**config.mk**
```make
export PLATFORM = sky130hd
export DESIGN_NAME = subleq_ctrl
export DESIGN_NICKNAME = d
export VERILOG_FILES = /design/src/rtl/subleq_ctrl.sv
export SDC_FILE = /design/constraint.sdc
export NUM_CORES = 1
export LEC_CHECK = 0
export ABC_AREA = 1
export BUFFER_PORTS_ARGS = -buffer_cell sky130_fd_sc_hd__buf_4
export CORE_ASPECT_RATIO = 0.9
export CORE_UTILIZATION = 35
export CTS_CLUSTER_DIAMETER = 100
export CTS_CLUSTER_SIZE = 25
export DETAILED_ROUTE_END_ITERATION = 12
export SYNTH_ARGS = -nofsm -noshare
export SYNTH_HDL_FRONTEND = slang
export SYNTH_SLANG_ARGS = --single-unit
```
**constraint.sdc**
```tcl
create_clock -name clk -period 2.9 [get_ports clk]
set_input_delay 0.58 -clock clk [delete_from_list [all_inputs] [get_ports clk]]
set_output_delay 0.58 -clock clk [all_outputs]
set_load 0.1 [all_outputs]
```
**src/rtl/subleq_ctrl.sv**
```systemverilog
// subleq_ctrl: multi-cycle SUBLEQ sequencer driving an external PC register and a
// single-port memory. Define SUBLEQ_INSTR_COUNT_EN to add the instr_count output.
`ifndef WORD_SIZE
`define WORD_SIZE 16
`endif

module subleq_ctrl #(
  parameter logic [`WORD_SIZE-1:0] HALT_ADDR = {`WORD_SIZE{1'b1}}
) (
  input  logic                  clk,
  input  logic                  areset_n,
  input  logic [`WORD_SIZE-1:0] pc,
  output logic                  pc_inc,
  output logic                  pc_branch,
  output logic [`WORD_SIZE-1:0] pc_addr,
  output logic                  mem_req,
  output logic                  mem_we,
  output logic [`WORD_SIZE-1:0] mem_addr,
  output logic [`WORD_SIZE-1:0] mem_wdata,
  input  logic [`WORD_SIZE-1:0] mem_rdata,
  input  logic                  mem_ack,
  output logic                  halted
`ifdef SUBLEQ_INSTR_COUNT_EN
  ,
  output logic [31:0]           instr_count
`endif
);

  localparam int W = `WORD_SIZE;

  typedef enum logic [2:0] {
    FETCH_A = 3'd0,
    FETCH_B = 3'd1,
    FETCH_C = 3'd2,
    READ_A  = 3'd3,
    READ_B  = 3'd4,
    WRITE   = 3'd5,
    DECIDE  = 3'd6,
    HALT    = 3'd7
  } state_t;

  state_t       state_reg;
  state_t       state_next;
  logic         active_reg;
  logic [W-1:0] a_reg;
  logic [W-1:0] b_reg;
  logic [W-1:0] c_reg;
  logic [W-1:0] va_reg;
  logic [W-1:0] vb_reg;
  logic [W-1:0] result_reg;
  logic [W-1:0] diff;
  logic         xfer_done;
  logic         branch_taken;

  assign diff         = vb_reg - va_reg;
  assign branch_taken = result_reg[W-1] | (result_reg == '0);
  assign xfer_done    = mem_req & mem_ack;

  // active_reg holds every output quiet until the first edge after reset release
  always_ff @(posedge clk or negedge areset_n) begin
    if (!areset_n) begin
      state_reg  <= FETCH_A;
      active_reg <= 1'b0;
    end else begin
      state_reg  <= state_next;
      active_reg <= 1'b1;
    end
  end

  always_comb begin
    state_next = state_reg;
    case (state_reg)
      FETCH_A: if (xfer_done) state_next = FETCH_B;
      FETCH_B: if (xfer_done) state_next = FETCH_C;
      FETCH_C: if (xfer_done) state_next = READ_A;
      READ_A:  if (xfer_done) state_next = READ_B;
      READ_B:  if (xfer_done) state_next = WRITE;
      WRITE:   if (xfer_done) state_next = DECIDE;
      DECIDE:  state_next = (branch_taken && (c_reg == HALT_ADDR)) ? HALT : FETCH_A;
      HALT:    state_next = HALT;
      default: state_next = FETCH_A;
    endcase
  end

  always_comb begin
    mem_req   = 1'b0;
    mem_we    = 1'b0;
    mem_addr  = '0;
    mem_wdata = '0;
    pc_inc    = 1'b0;
    pc_branch = 1'b0;
    pc_addr   = '0;
    halted    = 1'b0;
    if (active_reg) begin
      case (state_reg)
        FETCH_A, FETCH_B, FETCH_C: begin
          mem_req  = 1'b1;
          mem_addr = pc;
          pc_inc   = mem_ack;
        end
        READ_A: begin
          mem_req  = 1'b1;
          mem_addr = a_reg;
        end
        READ_B: begin
          mem_req  = 1'b1;
          mem_addr = b_reg;
        end
        WRITE: begin
          mem_req   = 1'b1;
          mem_we    = 1'b1;
          mem_addr  = b_reg;
          mem_wdata = diff;
        end
        DECIDE: begin
          pc_branch = branch_taken;
          pc_addr   = branch_taken ? c_reg : '0;
        end
        HALT: halted = 1'b1;
        default: ;
      endcase
    end
  end

  always_ff @(posedge clk or negedge areset_n) begin
    if (!areset_n) begin
      a_reg      <= '0;
      b_reg      <= '0;
      c_reg      <= '0;
      va_reg     <= '0;
      vb_reg     <= '0;
      result_reg <= '0;
    end else if (xfer_done) begin
      case (state_reg)
        FETCH_A: a_reg      <= mem_rdata;
        FETCH_B: b_reg      <= mem_rdata;
        FETCH_C: c_reg      <= mem_rdata;
        READ_A:  va_reg     <= mem_rdata;
        READ_B:  vb_reg     <= mem_rdata;
        WRITE:   result_reg <= diff;
        default: ;
      endcase
    end
  end

`ifdef SUBLEQ_INSTR_COUNT_EN
  logic [31:0] instr_count_reg;

  always_ff @(posedge clk or negedge areset_n) begin
    if (!areset_n) begin
      instr_count_reg <= '0;
    end else if (state_reg == DECIDE) begin
      instr_count_reg <= instr_count_reg + 32'd1;
    end
  end

  assign instr_count = instr_count_reg;
`endif

endmodule

```
Word-level counts from Yosys, hierarchy flattened
Cells that the tools add are included.
{"block": "word_totals", "register_bits": 100, "output_inout_bits": 53, "elab_cells": 63}
{"block": "op_classes", "n_eq_ne": 14, "add_sub_neg": 1, "reduce_logical": 13, "n_mux": 25, "bitwise": 2}
{"op": "$mux 16", "count": 6}
{"op": "$pmux 16 s3", "count": 1}
{"op": "$pmux 3 s8", "count": 1}
{"op": "$mux 3", "count": 7}
{"op": "$eq 16x16->1 const B", "count": 1}
{"op": "$logic_not 16->1", "count": 1}
{"op": "$sub 16x16->16", "count": 1}
{"op": "$eq 3x3->1 const B", "count": 4}
{"op": "$ne 2x2->1 const B", "count": 6}
{"op": "$reduce_and 2->1", "count": 6}
{"op": "$mux 1", "count": 10}
{"op": "$eq 3x2->1 const B", "count": 2}
{"op": "$reduce_and 6->1", "count": 1}
{"op": "$reduce_or 6->1", "count": 1}
{"op": "$eq 3x1->1 const B", "count": 1}
{"op": "$logic_not 3->1", "count": 1}
{"op": "$reduce_or 3->1", "count": 1}
{"op": "$reduce_or 2->1", "count": 1}
{"op": "$and 1x1->1", "count": 1}
{"op": "$logic_and 1x1->1", "count": 1}
{"op": "$or 1x1->1", "count": 1}

Logic depth before layout (Yosys ltp)
{"block": "depth", "ltp_word": 7, "depth_mapped": 13, "depth_no_buf": 13}

Least setup slack after synthesis
Ideal clock, no wire load.
{"block": "synth_path", "path_kind": "register to output", "from": "register state_reg[2]", "to": "output mem_addr[10]", "required_time_ns": 2.320, "stages_incl_launch_ff": 8, "path_slack_ns": -1.705, "t_arrival_ns": 4.025, "n_path_buf": 2, "path_cell_list": "dfrtp_1 -> buf_4 -> nand2_1 -> inv_1 -> nor2_1 -> inv_1 -> buf_2 -> a21oi_1"}
{"block": "synth_between", "elab_chain_len": 4}
{"element": "start: declaration", "line": "42", "source": "state_t state_reg;"}
{"element": "start signal: assignment", "line": "65", "source": "state_reg <= state_next;"}
{"element": "$eq 3x1->1, or another cell as far along", "line": "95", "source": "case (state_reg)"}
{"element": "$reduce_or 3->1 or $reduce_or 2->1 (tied branches)"}
{"element": "$pmux 16 s3 *", "line": "95"}
{"element": "$mux 16 *", "line": "94", "source": "if (active_reg) begin"}
{"element": "end: declaration", "line": "18", "source": "output logic [`WORD_SIZE-1:0] mem_addr,"}
Mark *: on every way between the ends. The rest lies on a longest branch, timed or not.

Worst setup path in the final report
{"block": "layout_path", "from": "register vb_reg[0]", "to": "output mem_wdata[8]"}
{"block": "layout_between", "elab_chain_len": 3}
{"element": "start: declaration", "line": "49", "source": "logic [W-1:0] vb_reg;"}
{"element": "start signal: assignment", "line": "139", "source": "READ_B: vb_reg <= mem_rdata;"}
{"element": "$sub 16x16->16", "line": "55", "source": "assign diff = vb_reg - va_reg;"}
{"element": "$mux 16", "line": "95"}
{"element": "$mux 16", "line": "94"}
{"element": "end: declaration", "line": "19", "source": "output logic [`WORD_SIZE-1:0] mem_wdata,"}
Every way passes these cells.

==> impl_metrics.ini <==
[run_status]
outcome = complete, but fails checks
violations = negative setup slack

[sta]
tightest_slew_ps = 714
relSlewSlack_pct = 52.3
rsz0062_at_grt = yes
period_needed_ps = 2900
finalHoldViolations = 0
setup_viol = 1
fin_crit_sh_pct = 100
max_freq_ghz = 0.344
slew_violations = 0
final.setup.worst_slack_ps = -4.94
hold_ws_ps = 251
skew_ps = 7.47

[setup_path]
worstSetupStartpointType = register
path_max_fanout = 3
critPathKind = reg -> out
cp-end-kind = output port
crit_arrival_ps = 2320
critPathRequiredTime_ps = 2320

[yosys]
syn_nets = 777
ys_ff_latch = 100
yosysTopAreaCell = dfrtp_1
synth_top_area_share_pct = 46.1
ys_warn_count = 0
synth-main-ff-cell = dfrtp_1
seq_area_frac_synth_pct = 46.1
syn-cell-area_mm2 = 0.00542
syn_area_per_cell_um2 = 7.48
synthTopCellsByArea = dfrtp_1, nand2_1, o21ai_0
yosysUniqueCellTypes = 31
synth-edff-count = 0
synthCells = 725
async_reset_ff_share_pct = 100

[clock_tree]
cts-htree-levels = 3
path_clk_slew_ps = 60
holdBufCountCts = 0
insertion_delay_ps = 350
cts_buffers = 9
cts-root-buf = clkbuf_16
cts.sinks = 100
cts_tree = yes
cts.path.max_buffers = 2

[run]
cap_viol_max_count = 0

[pwr]
power.density_mw_per_mm2 = 1210
vdd_drop_max_uv = 396
total_power_mw = 8.58
p_leak_nw = 3.57

[floorplan]
start_util_pct = 36.3
fp.dieH_um = 120
dieArea_mm2 = 0.0160
rows = 42
fp.dieW_um = 133
io_pins = 88
core_mm2 = 0.0149

[global_route]
grt_pass1_wl_mm = 22.7
grt_pass1_vias = 4517
grt_overflow_total = 0
grt_max_degree = 51
antenna_found_initial = 0
grt_usage_pct = 18.0

[final_layout]
final_common_cell = nand2_1
seq_area_mm2 = 0.00250
fin_nets = 861
n_fill_cell = 1523
multi_input_area_mm2 = 0.00280
drive_above_1_share_pct = 24.6
area_growth_pct = 30.6
fin_cells = 1012
final_cell_mix = nand2_1, dfrtp_1, inv_1
antenna_cells = 0

[drt]
wl_mm = 13.6
viasPerCell = 4.70
num_vias = 4758
first_pass_iters = 5
first_iter_violations = 351
drtAntennaViolNets = 0
post-route-drc-count = 0
wl_per_cell_um = 13.4

[placed_design]
io_buffer_count = 87
dpl_worst_slack_ps = 180
hpwl_mm = 9.97
placed_cells = 992
gp_congestion = 0.838

[min_path]
hp-class = in -> async
## cells by family (layout without fill, tap and decap cells)
family | after synthesis | in the layout | share of synthesized area [%]
fa+ha+maj | 17 | 17 | 4.06
xor+xnor | 8 | 8 | 1.29
flops | 100 | 100 | 46.1
compound gates | 131 | 131 | 13.0
buf+inv | 126 | 215 | 9.50
simple gates | 342 | 342 | 25.9
other cells | 1 | 1 | 0.0691
## cell usage after synthesis, drive strengths merged (2+ instances only)
master and count:
o21ai 86, nand3 39, nor3 4, nand2 227, a22oi 17, xor2 3, xnor2 5, buf 15
clkbuf 12, inv 99, nand3b 2, a21oi 26, nand4 4, ha 16, nor2 64, dfrtp 100
## worst paths after layout
kind	startpoint	end	slack, ps	cells past startpoint
max in group asynchronous	areset_n	va_reg[10]$_DFFE_PN0P_	1980	2
max reg2reg	vb_reg[0]$_DFFE_PN0P_	result_reg[4]$_DFFE_PN0P_	1060	9
min reg2reg	result_reg[2]$_DFFE_PN0P_	result_reg[2]$_DFFE_PN0P_	480	2
min	areset_n	result_reg[0]$_DFFE_PN0P_	250	1
min in group clk	result_reg[2]$_DFFE_PN0P_	result_reg[2]$_DFFE_PN0P_	480	2
max	vb_reg[0]$_DFFE_PN0P_	mem_wdata[8]	-5	11
## stage by stage
stage                     cell area, µm²  TNS, ps  utilization [%]
after detailed placement            6490        0             43.5
after global placement              6490        0             43.5
after CTS                           6820        0             45.7
after floorplan                     5650    -1420                -
after global routing                7080     -408             47.5
final                               7080    -4.94             47.5
## power breakdown
group	internal, mW	total, mW	switching (mW)
sequential	2.02	2.43	0.413
clock	0.674	1.21	0.531
combinational	1.67	4.95	3.27
## layout make-up
type | count | area share [%]
Clock buffer | 11 | 3.29
Multi-Input combinational cell | 499 | 39.5
Timing Repair Buffer | 100 | 12.2
Tap cell | 198 | 3.50
Inverter | 99 | 5.25
Clock inverter | 5 | 0.865
Sequential cell | 100 | 35.3
## routing by layer
layer / GRT usage [%] / wire length, µm / vias to the layer above
met4: 3.62 / 112 / 0
met2: 28.4 / 6290 / 71
met5: 0 / 0 / -
met1: 25.1 / 6700 / 2223
met3: 4.10 / 483 / 10
li1: - / - / 2454
## critical path, stage by stage (launching register included)
cell	delay, ps
dfrtp_1	390
inv_2	80
ha_4	120
inv_2	30
fa_2	410
nand3_2	90
nand3_4	90
a21oi_4	180
xnor2_2	140
nand2_1	110
nor2_4	140
buf_12	190
## what timing repair did
action / CTS / global route
resized for setup: 9 / 52
hold endpoints to repair: 0 / 0
setup buffers: 0 / 4
pin swaps: 0 / 6
gates cloned: 0 / 0
setup endpoints to repair: 4 / 38
Power figures use the tool's default switching activity.
